### config.mk
export PLATFORM = sky130hd
export DESIGN_NAME = button_event_scanner
export DESIGN_NICKNAME = d
export VERILOG_FILES = /design/src/rtl/button_event_scanner.sv
export SDC_FILE = /design/constraint.sdc
export NUM_CORES = 1
export LEC_CHECK = 0
export BUFFER_PORTS_ARGS = -buffer_cell sky130_fd_sc_hd__buf_2
export CAP_MARGIN = 20
export CORE_UTILIZATION = 25
export CTS_BUF_LIST = sky130_fd_sc_hd__clkbuf_2
export DETAILED_ROUTE_END_ITERATION = 12
export PLACE_DENSITY_LB_ADDON = 0.1
export REMOVE_ABC_BUFFERS = 1
export SYNTH_ARGS = -nofsm -noshare
export SYNTH_HDL_FRONTEND = slang
export SYNTH_SLANG_ARGS = --single-unit
### constraint.sdc
create_clock -name clock -period 5.6 [get_ports clock]
set_clock_uncertainty 0.1 [all_clocks]
set_input_delay 0.28 -clock clock [delete_from_list [all_inputs] [get_ports clock]]
set_output_delay 0.28 -clock clock [all_outputs]
set_load 0.05 [all_outputs]
### src/rtl/button_event_scanner.sv
// button_event_scanner
//   Debounces N_BTN pushbuttons using one shared tick prescaler and a single
//   time-multiplexed scan FSM. Each debounced transition becomes a press,
//   release or long-press event, queued in a small FIFO that a valid/ready
//   consumer drains.
//
// Ports:
//   clock      system clock, rising edge
//   reset      asynchronous active-low reset
//   noisy      raw button levels (async, 1 = pressed)
//   clean      debounced button levels
//   ev_valid   FIFO head is valid
//   ev_ready   consumer accepts the head this cycle
//   ev_code    01 press, 10 release, 11 long-press, 00 when ev_valid=0
//   ev_btn     button index of the head event (0 when ev_valid=0)
//   overflow   sticky flag: an event was dropped because the FIFO was full
//   clear_ovf  synchronous clear of overflow (a simultaneous drop wins)
module button_event_scanner #(
    parameter int unsigned N_BTN        = 4,
    parameter int unsigned TICK_DIV     = 100000,
    parameter int unsigned STABLE_TICKS = 10,
    parameter int unsigned LONG_TICKS   = 1000,
    parameter int unsigned FIFO_DEPTH   = 4,
    localparam int unsigned BW          = (N_BTN > 1) ? $clog2(N_BTN) : 1
) (
    input  logic             clock,
    input  logic             reset,
    input  logic [N_BTN-1:0] noisy,
    output logic [N_BTN-1:0] clean,
    output logic             ev_valid,
    input  logic             ev_ready,
    output logic [1:0]       ev_code,
    output logic [BW-1:0]    ev_btn,
    output logic             overflow,
    input  logic             clear_ovf
);

    localparam int unsigned PW = (TICK_DIV > 1) ? $clog2(TICK_DIV) : 1;
    localparam int unsigned SW = $clog2(STABLE_TICKS + 1);
    localparam int unsigned HW = $clog2(LONG_TICKS + 1);
    localparam int unsigned AW = $clog2(FIFO_DEPTH);

    typedef enum logic [1:0] {
        EV_NONE    = 2'b00,
        EV_PRESS   = 2'b01,
        EV_RELEASE = 2'b10,
        EV_LONG    = 2'b11
    } ev_code_t;

    typedef enum logic {
        IDLE = 1'b0,
        SCAN = 1'b1
    } state_t;

    typedef struct packed {
        ev_code_t       code;
        logic [BW-1:0]  btn;
    } entry_t;

    // ------------------------------------------------------------------
    // Two-flop input synchronizer
    // ------------------------------------------------------------------
    logic [N_BTN-1:0] sync_meta;
    logic [N_BTN-1:0] sync_lvl;

    always_ff @(posedge clock or negedge reset) begin
        if (!reset) begin
            sync_meta <= '0;
            sync_lvl  <= '0;
        end else begin
            sync_meta <= noisy;
            sync_lvl  <= sync_meta;
        end
    end

    // ------------------------------------------------------------------
    // Shared scan-tick prescaler
    // ------------------------------------------------------------------
    logic [PW-1:0] presc;
    logic          tick;

    assign tick = (presc == PW'(TICK_DIV - 1));

    always_ff @(posedge clock or negedge reset) begin
        if (!reset) begin
            presc <= '0;
        end else if (tick) begin
            presc <= '0;
        end else begin
            presc <= presc + PW'(1);
        end
    end

    // ------------------------------------------------------------------
    // Scan FSM: one button serviced per cycle after each tick
    // ------------------------------------------------------------------
    state_t        state, state_nxt;
    logic [BW-1:0] idx, idx_nxt;
    logic          last_btn;
    logic          service;

    assign last_btn = (idx == BW'(N_BTN - 1));
    assign service  = (state == SCAN);

    always_ff @(posedge clock or negedge reset) begin
        if (!reset) begin
            state <= IDLE;
            idx   <= '0;
        end else begin
            state <= state_nxt;
            idx   <= idx_nxt;
        end
    end

    always_comb begin
        state_nxt = state;
        idx_nxt   = idx;
        case (state)
            IDLE: begin
                if (tick) begin
                    state_nxt = SCAN;
                    idx_nxt   = '0;
                end
            end
            SCAN: begin
                if (last_btn) begin
                    state_nxt = IDLE;
                    idx_nxt   = '0;
                end else begin
                    idx_nxt = idx + BW'(1);
                end
            end
            default: begin
                state_nxt = IDLE;
                idx_nxt   = '0;
            end
        endcase
    end

    // ------------------------------------------------------------------
    // Per-button service of button idx
    // ------------------------------------------------------------------
    logic [SW-1:0] stab [N_BTN];
    logic [HW-1:0] hold [N_BTN];

    logic          cur_clean;
    logic          cur_sync;
    logic [SW-1:0] stab_inc;
    logic [SW-1:0] stab_nxt;
    logic [HW-1:0] hold_inc;
    logic [HW-1:0] hold_nxt;
    logic          clean_nxt;
    logic          push;
    ev_code_t      push_code;

    always_comb begin
        cur_clean = clean[idx];
        cur_sync  = sync_lvl[idx];
        stab_inc  = stab[idx] + SW'(1);
        hold_inc  = hold[idx] + HW'(1);
        stab_nxt  = stab[idx];
        hold_nxt  = hold[idx];
        clean_nxt = cur_clean;
        push      = 1'b0;
        push_code = EV_NONE;

        // Debounce: count consecutive differing samples
        if (cur_sync == cur_clean) begin
            stab_nxt = '0;
        end else if (stab_inc == SW'(STABLE_TICKS)) begin
            stab_nxt  = '0;
            clean_nxt = ~cur_clean;
            push      = 1'b1;
            push_code = cur_clean ? EV_RELEASE : EV_PRESS;
        end else begin
            stab_nxt = stab_inc;
        end

        // Long-press: counting starts on the service after the press, so
        // a press/release and a long-press never share one service.
        if (!cur_clean || !clean_nxt) begin
            hold_nxt = '0;
        end else if (hold[idx] != HW'(LONG_TICKS)) begin
            hold_nxt = hold_inc;
            if (hold_inc == HW'(LONG_TICKS)) begin
                push      = 1'b1;
                push_code = EV_LONG;
            end
        end
    end

    always_ff @(posedge clock or negedge reset) begin
        if (!reset) begin
            clean <= '0;
            for (int unsigned i = 0; i < N_BTN; i++) begin
                stab[i] <= '0;
                hold[i] <= '0;
            end
        end else if (service) begin
            clean[idx] <= clean_nxt;
            stab[idx]  <= stab_nxt;
            hold[idx]  <= hold_nxt;
        end
    end

    // ------------------------------------------------------------------
    // Event FIFO (registered, no fall-through)
    // ------------------------------------------------------------------
    entry_t        mem [FIFO_DEPTH];
    entry_t        head;
    logic [AW:0]   wr_ptr;
    logic [AW:0]   rd_ptr;
    logic          empty;
    logic          full;
    logic          pop;
    logic          push_req;
    logic          push_ok;
    logic          drop;

    assign empty    = (wr_ptr == rd_ptr);
    assign full     = (wr_ptr[AW] != rd_ptr[AW]) &&
                      (wr_ptr[AW-1:0] == rd_ptr[AW-1:0]);
    assign pop      = ev_valid && ev_ready;
    assign push_req = service && push;
    // A pop in the same cycle frees the slot the push is written into
    assign push_ok  = push_req && (!full || pop);
    assign drop     = push_req && full && !pop;

    always_ff @(posedge clock or negedge reset) begin
        if (!reset) begin
            wr_ptr <= '0;
            rd_ptr <= '0;
        end else begin
            if (push_ok) begin
                wr_ptr <= wr_ptr + (AW + 1)'(1);
            end
            if (pop) begin
                rd_ptr <= rd_ptr + (AW + 1)'(1);
            end
        end
    end

    always_ff @(posedge clock) begin
        if (push_ok) begin
            mem[wr_ptr[AW-1:0]] <= '{code: push_code, btn: idx};
        end
    end

    assign head     = mem[rd_ptr[AW-1:0]];
    assign ev_valid = !empty;
    assign ev_code  = ev_valid ? head.code : EV_NONE;
    assign ev_btn   = ev_valid ? head.btn  : '0;

    // ------------------------------------------------------------------
    // Sticky overflow flag
    // ------------------------------------------------------------------
    always_ff @(posedge clock or negedge reset) begin
        if (!reset) begin
            overflow <= 1'b0;
        end else if (drop) begin
            overflow <= 1'b1;
        end else if (clear_ovf) begin
            overflow <= 1'b0;
        end
    end

endmodule
# Yosys cells after proc, flatten, opt, wreduce, memory -nomap -nowiden
# Memory sizes are Yosys's and may differ from the RTL's.
# Index checks and enable logic that the tools add are counted.
[totals]
memories = 1
latchBits = 0
output_inout_bits = 10
mem_bits_ro = 0
wordCells = 106
inputBits = 8
mem_bits_rw = 16
ff_bits = 95
[op_classes]
reduce_logical = 16
addsub = 6
order_cmp = 4
n_shift = 0
n_mux = 49
div = 0
n_mul = 0
eq_ne = 10
bitwise_logic = 3
[mem_list]
columns = ["name", "depth", "word_bits", "rd", "rd_clocked_by_memory_dff", "wr", "line_no", "rtl"]
rows = [
  ["mem", 4, 4, 1, 0, 1, "209", "entry_t mem [FIFO_DEPTH];"],
]
[ops]
columns = ["cell", "count"]
rows = [
  ["10-bit 2-to-1 mux", 5],
  ["40-bit bitwise mux", 1],
  ["10-bit binary-select mux with 2-bit select", 1],
  ["10-bit demux with 2-bit select", 1],
  ["2-bit 2-to-1 mux", 10],
  ["4-bit 2-to-1 mux", 5],
  ["17-bit by 1-bit adder with 17-bit output (second input constant)", 1],
  ["17-bit == test (second input constant)", 1],
  ["17-bit 2-to-1 mux", 1],
  ["16-bit bitwise mux", 1],
  ["1-bit 2-to-1 mux", 16],
  ["10-bit by 1-bit adder with 10-bit output (second input constant)", 1],
  ["10-bit == test (second input constant)", 1],
  ["10-bit != test (second input constant)", 1],
  ["4-bit binary-select mux with 2-bit select", 1],
  ["4-bit demux with 2-bit select", 1],
  ["1-bit logical AND", 8],
  ["3-bit by 1-bit adder with 3-bit output (second input constant)", 2],
  ["1-bit logical NOT", 5],
  ["4-bit by 1-bit adder with 4-bit output (second input constant)", 1],
  ["1-bit binary-select mux with 2-bit select", 2],
  ["4-bit bitwise mux", 1],
  ["4-bit == test (second input constant)", 1],
  ["2-bit one-hot mux with 2 select lines", 1],
  ["17 further kinds", 19],
]

# Logic depth before layout (Yosys ltp)
[logic_depth]
depth_word = 15
mapped_depth = 13
depth_no_buf = 10

# Worst setup path before layout
# Ideal clock, no wire load.
[synth_path]
path_kind = "register to register"
from = "register idx[0]"
to = "memory mem[0][0] in the netlist's numbering (enable)"
setup_ps = 309
synth_period_minus_slack_ps = 3095
arrival_time_ps = 2686
required_ps = 5191
path_buffers = 2
slack_ps = 2505
path_stages_with_launch = 11
cell_sequence = "dfrtp_1 > buf_6 > mux4_2 > ha_1 > clkbuf_1 > o21ai_0 > a31oi_1 > nor4_2 > a31oi_2 > nor2_2 > and2_1"
[synth_via]
elab_chain_len = 15
[synth_lines]
columns = ["element", "line_no", "rtl"]
rows = [
  ["start, declared", "98", "logic [BW-1:0] idx, idx_nxt;"],
  ["start signal, assigned", "111", "idx <= idx_nxt;"],
  ["branches (longest 10 deep; another with 10-bit by 1-bit adder with 10-bit output)", "n/a", ""],
  ["1-bit 2-to-1 mux *", "181", "if (!cur_clean || !clean_nxt) begin"],
  ["1-bit logical AND *", "224", "assign push_req = service && push;"],
  ["1-bit logical AND *", "226", "assign push_ok = push_req && (!full || pop);"],
  ["1-bit 2-to-1 mux *", "244", "if (push_ok) begin"],
  ["1-bit 2-to-1 mux (implied by the code) *", "245", "mem[wr_ptr[AW-1:0]] <= '{code: push_code, btn: idx};"],
  ["end, declared", "209", ""],
]
# Mark *: on every way between the ends. The select of a mux whose other input is x is not followed.

# Worst setup path after layout
[layout_path]
from = "register idx[0]"
to = "register overflow"
[layout_via]
elab_chain_len = 15
[layout_lines]
columns = ["element", "line_no", "rtl"]
rows = [
  ["branches (longest 10 deep; another with 10-bit by 1-bit adder with 10-bit output)", "n/a", ""],
  ["1-bit 2-to-1 mux *", "181", ""],
  ["1-bit logical AND *", "224", ""],
  ["1-bit logical AND * (2 in a row)", "227", "assign drop = push_req && full && !pop;"],
  ["1-bit 2-to-1 mux or 2-bit nonzero test (tied branches)", "n/a", ""],
  ["end signal, assigned", "259", "overflow <= 1'b0;"],
  ["end signal, assigned", "261", "overflow <= 1'b1;"],
  ["end signal, assigned", "263", "overflow <= 1'b0;"],
  ["end, declared", "34", "output logic overflow,"],
]
# Marked as above.
# A chain may end at the register's enable or synchronous reset.

==> results.yml <==
run_status:
  outcome: "finished, final reports clean"
finish:
  area_growth_pct: 11.3
  fin_nets: 500
  drive_gt1_frac: 0.160
  final_util: 0.283
  final_cells: 758
synth:
  ys.flop_type: "dfrtp_1"
  synth_area_per_cell_um2: 11.7
  synth_edf_count: 16
  synthCells: 455
  synth.top_cells.by_area: "dfrtp_1, edfxtp_1, o31ai_1"
  syn-cell-area_mm2: 0.00533
  yosys.area.top_type: "dfrtp_1"
  yosysTopAreaCellShare: 0.446
  synthTopCellsByCount: "dfrtp_1, nand2_1, o31ai_1, nor2_1"
  post_synth_num_cell_types: 52
  yosysSeqAreaShare: 0.536
  synth_most_common_cell: "dfrtp_1"
  synthArstFlopShare: 0.856
  ys_ff_latch: 111
  ys_warn_count: 0
global_route:
  grt_pass1_wl_um: 19800
  antenna_found_initial: 1
  grt_usage: 0.119
  grt_pass1_vias: 3563
  grt_remaining_overflow: 0
  grt_max_degree: 54
routing:
  ant_nets: 0
  vias: 3449
  drt-initial-drc-count: 199
  wl_per_cell_um: 15.8
  wl_um: 12000
  routed_via_density: 4.55
  drc_errors: 0
  drt_pass1_iterations: 4
worst_setup_path:
  cpMostUsedCell: "inv_1"
  worstPathArrival_ns: 4.72
  cpPeakStageDelay_ns: 1.01
  worstSetupPathType: "reg2reg"
  required_ns: 6.05
  cpMaxStageDelayCell: "dfrtp_1"
  critPathCaptureType: "register"
  critPathMaxFanout: 35
  cp_cell_sequence: "mux4_1, inv_1, ha_1, inv_1, o41ai_2, a31o_2, buf_4, nor2_1, and3_2, o21ai_0, o22ai_1, dlygate4sd3_1"
  cp-start-kind: "register"
floorplan:
  die_w_um: 148
  die-area_mm2: 0.0219
  coreArea_mm2: 0.0210
  row_count: 53
  initial_core_util: 0.254
  die_h_um: 148
  ios: 18
timing:
  timing.slew.headroom: 0.390
  finalHoldViolCount: 0
  period_needed_ns: 4.27
  slew_violations: 0
  fmaxAchievable_mhz: 234
  period_share: 0.763
  setup_viol: 0
  rsz0062_at_grt: "false"
  layout_setup_ws_ns: 1.33
  fin_setup_tns_ns: 0
  tightest_slew_ns: 0.915
cts:
  clkSinkCount: 111
  numCtsBuffers: 9
  cts_buffer_depth: 2
  post_cts_buffers: 0
  cts_tree: "built"
  cts_root_buf: "clkbuf_2"
  h-tree-depth: 3
  clk_pin_slew_ns: 0.31
  insertion_delay_ns: 0.63
pwr:
  power_density_mw_per_mm2: 228
  ir_worst_vdd_mv: 0.0685
  p_leak_uw: 0.00246
placed_design:
  dp_hpwl_um: 8050
  place_congestion: 0.760
  io_buffers: 17
  dp_slack_ns: 1.61
  placed_cells: 731
run:
  maxCapViolCount: 0
min_path:
  hold_path_class: "in2reg"
==> repair_timing <==
action,4_1_cts,5_1_grt
resized for setup,0,0
hold endpoints to repair,50,0
hold buffers,10,0
==> metrics by stage <==
step	hold slack [ns]	power, uW	instance area (um^2)
CTS	0.0766	1390	5930
detailed placement	0.223	969	5710
global route	0.0902	1430	5930
global placement	0.218	968	5710
finish	0.165	1350	5930
floorplan	-0.116	929	5210
==> cell families after synthesis <==
family                     synth area share
and+or+nand+nor                       0.136
AOI/OAI and AO/OA                    0.0984
buffers and inverters                0.0315
xor gates and xnor gates             0.0542
muxes                                 0.108
DFF                                   0.536
adders and majority gates            0.0352
==> where the power goes <==
group | internal, uW | total (uW) | switching [uW]
sequential | 832 | 858 | 25.9
clock | 114 | 396 | 283
combinational | 44.5 | 98.5 | 54.0
total | 990 | 1350 | 363
==> layer usage <==
metal  up-vias  track usage  routed length [um]
li1       1662            -                   -
met1      1738        0.167                6150
met2        37        0.183                5370
met3        12       0.0222                 280
met4         0       0.0418                 189
met5         -            0                   0
==> area by class of cell <==
| class | instances | area [um^2] |
|---|---|---|
| Antenna cell | 1 | 2.50 |
| Fill cell | 2205 | 15000 |
| Clock inverter | 6 | 75.1 |
| Inverter | 12 | 45.0 |
| Clock buffer | 10 | 50.0 |
| Tap cell | 275 | 344 |
| Timing Repair Buffer | 36 | 255 |
| Multi-Input combinational cell | 307 | 2300 |
| Sequential cell | 111 | 2860 |
==> cells in the final DEF, fill, tap and decap left out, types with 2 or more instances in the layout <==
cell / netlist / routed
a21oi_1: 3 / 3
a31oi_1: 2 / 2
and2_1: 3 / 3
and3_1: 3 / 3
buf_2: 4 / 16
buf_4: 0 / 10
clkbuf_2: 0 / 10
dfrtp_1: 95 / 95
dlygate4sd3_1: 0 / 10
edfxtp_1: 16 / 16
ha_1: 15 / 15
inv_1: 12 / 12
inv_6: 0 / 3
mux2_2: 6 / 6
mux2i_1: 2 / 2
mux4_1: 5 / 5
mux4_2: 13 / 13
mux4_4: 2 / 2
nand2_1: 80 / 80
nand3_1: 13 / 13
nand4_1: 2 / 2
nor2_1: 25 / 25
nor2b_1: 5 / 5
nor3_1: 2 / 2
nor3b_1: 3 / 3
nor4_1: 2 / 2
o21ai_0: 15 / 15
o31ai_1: 45 / 45
or2_2: 3 / 3
or3_1: 4 / 4
xnor2_1: 19 / 19
xor2_1: 14 / 14
==> critical path: cells and delay by family, from the launching register on <==
family                     cells  cell delay (ns)
and+or+nand+nor                2             0.34
DFF                            1             1.01
AOI/OAI and AO/OA              4             0.79
buffers and inverters          4             1.05
adders and majority gates      1             0.20
muxes                          1             0.74
==> registers in the layout, summed over array words and instances, names as in the netlist <==
name	flops
hold	40
presc	17
mem	16
stab	16
clean	4
sync_lvl	4
sync_meta	4
rd_ptr	3
wr_ptr	3
idx	2
overflow	1
service	1
==> final timing paths <==
path	slack (ns)	from	depth (start not counted)	to
setup / recovery	1.33	idx[0]	12	overflow
hold / removal	0.16	noisy[2]	2	sync_meta[2]
setup reg to reg	1.33	idx[0]	12	overflow
hold reg to reg	0.29	sync_meta[2]	0	sync_lvl[2]
max in group asynchronous	3.50	reset	4	hold[17]
min in group asynchronous	0.51	reset	3	hold[4]
Note: power is estimated with default switching activity, not from simulation.
